==> config.mk <==
export PLATFORM = sky130hd
export DESIGN_NAME = buttom_conditioner_flat
export DESIGN_NICKNAME = d
export VERILOG_FILES = /design/src/rtl/buttom_conditioner_pkg.sv /design/src/rtl/buttom_conditioner_if.sv /design/src/rtl/buttom_debounce_bit.sv /design/src/rtl/buttom_conditioner.sv /design/src/flat_wrapper.sv
export SDC_FILE = /design/constraint.sdc
export NUM_CORES = 1
export LEC_CHECK = 0
export BUFFER_PORTS_ARGS = -buffer_cell sky130_fd_sc_hd__buf_2
export CORE_ASPECT_RATIO = 1.4
export CORE_MARGIN = 1
export CORE_UTILIZATION = 50
export DETAILED_ROUTE_END_ITERATION = 6
export GPL_TIMING_DRIVEN = 0
export MAX_ROUTING_LAYER = met4
export PLACE_DENSITY = 0.71
export SYNTH_ARGS = -nofsm -noshare
export SYNTH_HDL_FRONTEND = slang
export SYNTH_SLANG_ARGS = --single-unit
export TNS_END_PERCENT = 30
==> constraint.sdc <==
create_clock -name clk -period 11.2 [get_ports clk]
set_clock_uncertainty 0.2 [all_clocks]
set_input_delay 1.12 -clock clk [delete_from_list [all_inputs] [get_ports clk]]
set_output_delay 1.12 -clock clk [all_outputs]
set_load 0.02 [all_outputs]
==> src/rtl/buttom_conditioner_pkg.sv <==
// Shared constants and sizing helpers for the button input conditioner.
package buttom_conditioner_pkg;

  // Board-level bus widths and the default debounce timing (1 ms tick at 50 MHz).
  localparam int CPU_WIDTH       = 16;
  localparam int BUTTOMBUS       = CPU_WIDTH;
  localparam int BUTTOM_TICK_DIV = 50000;
  localparam int BUTTOM_SAMPLES  = 4;

  // Width of the per-bit debounce counter: large enough to hold SAMPLES-1 with headroom.
  function automatic int cnt_width(input int samples);
    return $clog2(samples) + 1;
  endfunction

  // Width of the prescaler; a divide-by-one prescaler still needs one bit.
  function automatic int presc_width(input int div);
    return (div > 1) ? $clog2(div) : 1;
  endfunction

endpackage

==> src/rtl/buttom_conditioner_if.sv <==
// Button bus between the raw pins / CPU side (master) and the conditioner (slave).
interface buttom_conditioner_if import buttom_conditioner_pkg::*; #(
  parameter int WIDTH = CPU_WIDTH
) ();
  logic [WIDTH-1:0] buttom_raw;
  logic [WIDTH-1:0] buttom_stable;
  logic [WIDTH-1:0] rise_pending;
  logic [WIDTH-1:0] fall_pending;
  logic [WIDTH-1:0] clr_mask;
  logic             clr;
  logic             irq;

  modport master (
    output buttom_raw, clr, clr_mask,
    input  buttom_stable, rise_pending, fall_pending, irq
  );

  modport slave (
    input  buttom_raw, clr, clr_mask,
    output buttom_stable, rise_pending, fall_pending, irq
  );
endinterface

==> src/rtl/buttom_debounce_bit.sv <==
// One input bit: two-flop synchroniser, tick-driven debounce counter,
// stable level flop and sticky rise/fall event flags with clear.
module buttom_debounce_bit import buttom_conditioner_pkg::*; #(
  parameter int SAMPLES = BUTTOM_SAMPLES
) (
  input  logic clk,
  input  logic rst,
  input  logic i_raw,
  input  logic i_tick,
  input  logic i_clr_bit,
  output logic o_stable,
  output logic o_rise_pending,
  output logic o_fall_pending
);
  localparam int CW = cnt_width(SAMPLES);
  localparam logic [CW-1:0] CNT_LAST = CW'(SAMPLES - 1);

  logic          r_meta;
  logic          r_sync;
  logic          r_stable;
  logic          r_rise;
  logic          r_fall;
  logic [CW-1:0] r_cnt;

  logic          w_differ;
  logic          w_accept;
  logic          w_set_rise;
  logic          w_set_fall;
  logic          w_stable_nxt;
  logic          w_rise_nxt;
  logic          w_fall_nxt;
  logic [CW-1:0] w_cnt_nxt;

  // Debounce decision and event flag next-state; a set beats a same-edge clear.
  always_comb begin
    w_cnt_nxt    = r_cnt;
    w_stable_nxt = r_stable;
    w_differ     = (r_sync != r_stable);
    w_accept     = i_tick && w_differ && (r_cnt == CNT_LAST);
    if (!i_tick) begin
      w_cnt_nxt = r_cnt;
    end else if (!w_differ) begin
      w_cnt_nxt = '0;
    end else if (r_cnt == CNT_LAST) begin
      w_cnt_nxt    = '0;
      w_stable_nxt = r_sync;
    end else begin
      w_cnt_nxt = r_cnt + CW'(1);
    end
    w_set_rise = w_accept & r_sync;
    w_set_fall = w_accept & ~r_sync;
    if (w_set_rise) begin
      w_rise_nxt = 1'b1;
    end else if (i_clr_bit) begin
      w_rise_nxt = 1'b0;
    end else begin
      w_rise_nxt = r_rise;
    end
    if (w_set_fall) begin
      w_fall_nxt = 1'b1;
    end else if (i_clr_bit) begin
      w_fall_nxt = 1'b0;
    end else begin
      w_fall_nxt = r_fall;
    end
  end

  // Synchroniser, counter, stable level and pending flags; reset drops any partial count.
  always_ff @(posedge clk or posedge rst) begin
    if (rst) begin
      r_meta   <= 1'b0;
      r_sync   <= 1'b0;
      r_stable <= 1'b0;
      r_rise   <= 1'b0;
      r_fall   <= 1'b0;
      r_cnt    <= '0;
    end else begin
      r_meta   <= i_raw;
      r_sync   <= r_meta;
      r_stable <= w_stable_nxt;
      r_rise   <= w_rise_nxt;
      r_fall   <= w_fall_nxt;
      r_cnt    <= w_cnt_nxt;
    end
  end

  assign o_stable       = r_stable;
  assign o_rise_pending = r_rise;
  assign o_fall_pending = r_fall;
endmodule

==> src/rtl/buttom_conditioner.sv <==
// Button input conditioner: shared debounce tick prescaler, WIDTH debounced
// bits with sticky edge flags, and a registered summary interrupt.
module buttom_conditioner import buttom_conditioner_pkg::*; #(
  parameter int WIDTH    = BUTTOMBUS,
  parameter int TICK_DIV = BUTTOM_TICK_DIV,
  parameter int SAMPLES  = BUTTOM_SAMPLES
) (
  input  logic clk,
  input  logic rst,
  buttom_conditioner_if.slave bus
);
  localparam int PW = presc_width(TICK_DIV);
  localparam logic [PW-1:0] PRESC_LAST = PW'(TICK_DIV - 1);

  logic [PW-1:0]    r_presc;
  logic [PW-1:0]    w_presc_nxt;
  logic             w_tick;
  logic             r_irq;
  logic [WIDTH-1:0] w_stable;
  logic [WIDTH-1:0] w_rise;
  logic [WIDTH-1:0] w_fall;

  // Prescaler wrap: the tick fires on the last count; divide-by-one ticks every cycle.
  always_comb begin
    w_tick = (r_presc == PRESC_LAST);
    if (w_tick) begin
      w_presc_nxt = '0;
    end else begin
      w_presc_nxt = r_presc + PW'(1);
    end
  end

  // Prescaler register.
  always_ff @(posedge clk or posedge rst) begin
    if (rst) begin
      r_presc <= '0;
    end else begin
      r_presc <= w_presc_nxt;
    end
  end

  for (genvar g = 0; g < WIDTH; g++) begin : g_bit
    buttom_debounce_bit #(
      .SAMPLES(SAMPLES)
    ) u_bit (
      .clk            (clk),
      .rst            (rst),
      .i_raw          (bus.buttom_raw[g]),
      .i_tick         (w_tick),
      .i_clr_bit      (bus.clr & bus.clr_mask[g]),
      .o_stable       (w_stable[g]),
      .o_rise_pending (w_rise[g]),
      .o_fall_pending (w_fall[g])
    );
  end

  // Summary interrupt trails the pending flags by one cycle in both directions.
  always_ff @(posedge clk or posedge rst) begin
    if (rst) begin
      r_irq <= 1'b0;
    end else begin
      r_irq <= |(w_rise | w_fall);
    end
  end

  assign bus.buttom_stable = w_stable;
  assign bus.rise_pending  = w_rise;
  assign bus.fall_pending  = w_fall;
  assign bus.irq           = r_irq;
endmodule

==> src/flat_wrapper.sv <==
// flat-port wrapper written by rule: the top's interface ports become plain ports
module buttom_conditioner_flat import buttom_conditioner_pkg::*;
#(
  parameter int WIDTH    = BUTTOMBUS,
  parameter int TICK_DIV = BUTTOM_TICK_DIV,
  parameter int SAMPLES  = BUTTOM_SAMPLES
)
  (clk, rst, bus_buttom_raw, bus_clr, bus_clr_mask, bus_buttom_stable, bus_rise_pending, bus_fall_pending, bus_irq);
  buttom_conditioner_if #(.WIDTH(WIDTH)) bus_i ();
  input  logic clk;
  input  logic rst;
  input wire logic [$bits(bus_i.buttom_raw)-1:0] bus_buttom_raw;
  input wire logic [$bits(bus_i.clr)-1:0] bus_clr;
  input wire logic [$bits(bus_i.clr_mask)-1:0] bus_clr_mask;
  output wire logic [$bits(bus_i.buttom_stable)-1:0] bus_buttom_stable;
  output wire logic [$bits(bus_i.rise_pending)-1:0] bus_rise_pending;
  output wire logic [$bits(bus_i.fall_pending)-1:0] bus_fall_pending;
  output wire logic [$bits(bus_i.irq)-1:0] bus_irq;
  assign bus_i.buttom_raw = bus_buttom_raw;
  assign bus_i.clr = bus_clr;
  assign bus_i.clr_mask = bus_clr_mask;
  assign bus_buttom_stable = bus_i.buttom_stable;
  assign bus_rise_pending = bus_i.rise_pending;
  assign bus_fall_pending = bus_i.fall_pending;
  assign bus_irq = bus_i.irq;
  buttom_conditioner #(.WIDTH(WIDTH), .TICK_DIV(TICK_DIV), .SAMPLES(SAMPLES)) u_core (.clk(clk), .rst(rst), .bus(bus_i));
endmodule
After elaboration in Yosys (flattened, before gate mapping)
Index checks and enable logic that the tools add are counted.
{ "word_totals": {"reg_bits": 145, "in_bits": 35, "out_inout_bits": 49, "wordCells": 375} }
{ "op_classes": {"add_sub_neg": 17, "eq_ne": 33, "muxes": 81, "bitwise_logic": 65, "n_reduce_logical": 81} }
{ "ops": {"columns": ["operator", "count"], "rows": [
  ["3-bit 2-to-1 mux", 32],
  ["2-bit nonzero test", 32],
  ["3-bit by 1-bit adder with 3-bit output, second input constant", 16],
  ["1-bit AND", 48],
  ["3-bit by 2-bit equality test with 1-bit output, second input constant", 16],
  ["1-bit 2-to-1 mux", 48],
  ["3-bit AND reduction", 16],
  ["1-bit logical AND", 32],
  ["16-bit by 1-bit adder with 16-bit output, second input constant", 1],
  ["16-bit equality test, second input constant", 1],
  ["16-bit 2-to-1 mux", 1],
  ["1-bit inequality test", 16],
  ["1-bit NOT", 16],
  ["16-bit bitwise OR", 1],
  ["16-bit OR reduction", 1]
]} }

Logic depth before layout (Yosys ltp)
{ "depth": {"ltp_word": 5, "depth_mapped": 7, "ltp_nobuf": 5} }

Cells and area by module
From an unflattened synthesis, not the netlist that was laid out.
{ "unflattened": {"hier_cells": 561, "hier_area_um2": 6436.2} }
{ "by_module_without_submodules": {"columns": ["module", "n_inst", "cells_each", "area_each_um2", "seq_area_each_um2"], "rows": [
  ["buttom_debounce_bit at u_core.g_bit[0].u_bit ...", 15, 29, 342.8, 200.2],
  ["buttom_conditioner", 1, 97, 954.7, 425.4],
  ["buttom_debounce_bit at u_core.g_bit[7].u_bit", 1, 29, 339.1, 200.2]
]} }

Worst setup path before layout
Ideal clock, no wire load.
{ "synth_timing": {"kind": "input to register", "startpoint": "in bus_clr", "endpoint": "reg u_core.g_bit[10].u_bit.r_rise", "setup_time_ns": 0.127, "arrival_ns": 1.810, "required_ns": 10.873, "slack_ns": 9.064, "path_stages": 5, "n_path_buf": 2, "path_cell_list": "clkbuf_1 -> clkbuf_1 -> nand2_1 -> nand2_1 -> o21ai_0"} }
{ "synth_between": {"elab_chain_cells": 2} }
{ "synth_rtl": {"columns": ["element", "line", "source"], "rows": [
  ["from (decl)", "flat_wrapper.sv:13", "input wire logic [$bits(bus_i.clr)-1:0] bus_clr;"],
  ["1-bit AND", "buttom_conditioner.sv:50", ".i_clr_bit (bus.clr & bus.clr_mask[g]),"],
  ["2-bit nonzero test (no line)", null, null],
  ["to (signal assigned)", "buttom_debounce_bit.sv:81", "r_rise <= w_rise_nxt;"],
  ["to (decl)", "buttom_debounce_bit.sv:21", "logic r_rise;"]
]} }
No other way between the ends.
A chain may end at the register's enable or synchronous reset.

Worst setup path in the final report
{ "layout_timing": {"startpoint": "reg u_core.g_bit[8].u_bit.r_stable", "endpoint": "out bus_buttom_stable[8]"} }
{ "layout_lines": {"columns": ["element", "line", "source"], "rows": [
  ["from (decl)", "buttom_debounce_bit.sv:20", "logic r_stable;"],
  ["from (signal assigned)", "buttom_debounce_bit.sv:80", "r_stable <= w_stable_nxt;"],
  ["to (decl)", "flat_wrapper.sv:15", "output wire logic [$bits(bus_i.buttom_stable)-1:0] bus_buttom_stable;"]
]} }
No word-level cell between the ends.

==> summary.txt <==
Die
  • I/O Pins: 84
  • Starting density of the core: 51.4%
  • Die W: 97.3 um
  • Std-Cell Core Area: about 12000 um^2
  • # rows: 48
  • Die ar.: 13200 um^2
  • Die H: 135 um

Worst setup path
  • Worst-path fanout max: 5
  • Worst EP arrival: ~1100 ps
  • Req. time, crit path: 9880 ps
  • CP Capture Type: primary output
  • Reg2reg setup slack: 8850 ps
  • R2R Path Start: u_core.r_presc[0]$_DFF_PP0_
  • Startpoint types: flop
  • Worst path slowest cell: dfrtp_1
  • Critical Path Source: u_core.g_bit[8].u_bit.o_stable$_DFFE_PP0P_
  • CP Class: flop to primary output
  • Max incr delay on CP: 430 ps
  • CP cell instances: buf_4, buf_2

STA
  • Sum of negative setup slack: 0 ps
  • Final worst-path cycle share: 21.9%
  • WHS: between 100 and 150 ps
  • Setup WS post-layout: ~8700 ps
  • Setup repair after global routing missed its margin: false
  • Relative slew slack: 55.5%
  • Setup-failing EPs final: 0
  • Pins Over Slew Limit: 0
  • Final Hold Vio Count: 0
  • Worst slew pin tran: about 670 ps
  • Min Tclk post-route: 2450 ps
  • Highest clock rate: 0.408 GHz

Final layout
  • Antenna fix cells: 0
  • Register area: 3630 um^2
  • # fillers: ~1000
  • Area occupied by multi-input gates: 2240 um^2
  • Area growth, synth to finish: 18.9%
  • Total Nets Final: 748
  • Proportion of layout cells with a drive suffix above 1: between 20% and 30%

Global routing
  • Initial antenna violation count: 0
  • Vias in the first global route: 4571
  • Total congestion overflow: 0
  • Pin count of the biggest net entering global routing: 99
  • GRT Total Usage: 21.5%
  • First-pass GRT wire length: 21300 um

Logic synthesis
  • Synthesized area per cell: 10.7 um^2
  • Most frequent cell after synthesis: dfrtp_1
  • Yosys warns: 0
  • Synth top area cells: dfrtp_1, buf_4, nand2_1
  • Compound-Gate Fraction of Synth Area: 6.02%
  • Cell accounting for the most synthesized area: dfrtp_1
  • Yosys top cell area share: 57.1%
  • Syn nets: between 600 and 700
  • Synth Flop Type: dfrtp_1
  • Post-synthesis sequential area ratio: 57.1%
  • Library cells used by synthesis: 36
  • Top post-synthesis cells by count: dfrtp_1, nand2_1, buf_4
  • Mapped cell area: 6360 um^2
  • Xor and xnor area share after synthesis: under 10%
  • EDFF count, synth: 0
  • Synth Register Bits: 145
  • Synthesized-area fraction occupied by adder cells: 3.34%
  • Combinational family with the most area after synthesis: simple AND/OR/NAND/NOR gates
  • Post-synthesis simple-gate area fraction: 19.8%
  • Asr flop ratio synth: 100%
  • Mux cell area share after synthesis: roughly 3.0%
  • Syn Inst Count: between 500 and 600

Clock tree
  • Post-CTS Hold Buffers: 0
  • TritonCTS clock tree: done
  • Total CTS buffers: 17
  • CTS clk-pin slew, worst paths: ~60 ps
  • Post-CTS Setup Inserts: 0
  • Post-CTS sizing: 0
  • Clk buf depth: 2
  • Clk Latency, worst-skew pair: 410 ps
  • # clock sinks: 145
  • Clock root buffer: clkbuf_16
  • H-tree depth: 4

Power
  • Leak Pwr: 3.99 nW
  • VDD IR max: approximately 0.089 mV
  • PwrDens: 147 nW/um^2

Route
  • Post-DRT Antenna Nets: 0
  • DR pass1 iterations: 4
  • Post-Route WL: 12700 um
  • Via count: 4421
  • Met2 wire length: 6880 um
  • Routed met3 length: 365 um
  • Routed vias/inst: between 5 and 6
  • M1 WL: between 5000 and 6000 um
  • Drt drc: 0
  • Wire per inst: 14.8 um
  • 1st-iter DRT viols: approximately 170
  • Top Metal Used: met4

Placement
  • DPL Wire Length: 8910 um
  • DP Worst Slack: 8490 ps
  • Global placer's final weighted congestion: 0.754
  • Port bufs: 82

Run status
  • Status: finished, final reports clean

Hold path
  • Worst Hold Launch: u_core.g_bit[5].u_bit.r_meta$_DFF_PP0_
  • Min-delay worst type: flop to flop

Run
  • Max Cap Viol: 0
==> worst max-delay path: cells and delay by family, from the launching register on <==
family	cells	cell delay, ps
flip-flops	1	430
buffers and inverters	2	300
==> report_power, final <==
part           internal, mW  leakage (nW)  total, mW  switching (mW)
logic                0.0100          1.76     0.0289          0.0189
registers             0.530          1.94      0.534         0.00375
clock network         0.348         0.286      0.547           0.199
==> flip-flops by register name (all words and copies together), names as in the netlist <==
signal / flops
u_core.r_presc: 16
u_core.g_bit.u_bit.r_meta: 16
u_core.g_bit.u_bit.o_rise_pending: 16
u_core.bus.irq: 1
u_core.g_bit.u_bit.o_stable: 16
u_core.g_bit.u_bit.o_fall_pending: 16
u_core.g_bit.u_bit.r_sync: 16
u_core.g_bit.u_bit.r_cnt: 48
==> cell type report <==
| type | count | share of cell area, % |
|---|---|---|
| inverter | 15 | 0.811 |
| sequential | 145 | 48.0 |
| clock inverter | 6 | 1.06 |
| timing repair buffer | 83 | 5.79 |
| multi-input combinational | 373 | 29.6 |
| clock buffer | 24 | 6.50 |
| tap | 150 | 2.48 |
| buffer | 61 | 5.81 |
==> placed cells by master, fill, tap and decap left out, types with 6 or more instances in the layout <==
cell | synthesis | layout
dfrtp_1 | 145 | 145
nand2_1 | 90 | 90
buf_2 | 3 | 85
buf_4 | 51 | 51
o21ai_0 | 48 | 48
nor2_1 | 30 | 30
nand2b_1 | 30 | 30
nand3_1 | 29 | 29
ha_1 | 17 | 17
clkbuf_16 | 0 | 17
xnor2_1 | 16 | 16
nor2b_1 | 15 | 15
inv_1 | 15 | 14
nor4_1 | 13 | 13
and2_1 | 11 | 11
o21a_1 | 10 | 10
mux2_1 | 10 | 10
clkbuf_1 | 5 | 8
nand2_2 | 8 | 8
nand4_1 | 6 | 6
xor2_1 | 6 | 6
==> metal layers <==
layer  track usage [%]  up-vias
li1                  -     2139
met1              24.3     2207
met2              37.2       59
met3              5.26       16
met4              7.68        0
met5                 -        -
==> worst paths after layout <==
path                                                               endpoint  cells past startpoint
max in group asynchronous  u_core.g_bit[2].u_bit.o_rise_pending$_DFFE_PP0P_                      3
max reg2reg                     u_core.g_bit[15].u_bit.r_cnt[1]$_DFFE_PP0N_                      7
min                                  u_core.g_bit[5].u_bit.r_sync$_DFF_PP0_                      0
min reg2reg                          u_core.g_bit[5].u_bit.r_sync$_DFF_PP0_                      0
min in group asynchronous        u_core.g_bit[6].u_bit.o_stable$_DFFE_PP0P_                      2
max                                                    bus_buttom_stable[8]                      2
==> kinds of logic after synthesis <==
family | Yosys count
AO/OA/AOI/OAI | 67
buffers and inverters | 76
multiplexers | 17
XOR/XNOR | 22
flip-flops | 145
adder cells (fa/ha/maj) | 17
AND/OR/NAND/NOR | 250
==> through the flow <==
step / utilization, % / total power [mW] / instances / cell area [um^2]
finish: 61.1 / 1.11 / 857 / 7560
floorplan: - / 0.559 / 594 / 6360
global route: 61.1 / 1.15 / 857 / 7560
CTS: 61.1 / 1.12 / 857 / 7560
detailed placement: 56.5 / 0.573 / 827 / 6990
global placement: 56.2 / 0.570 / 826 / 6960
Note: power is estimated with default switching activity, not from simulation.
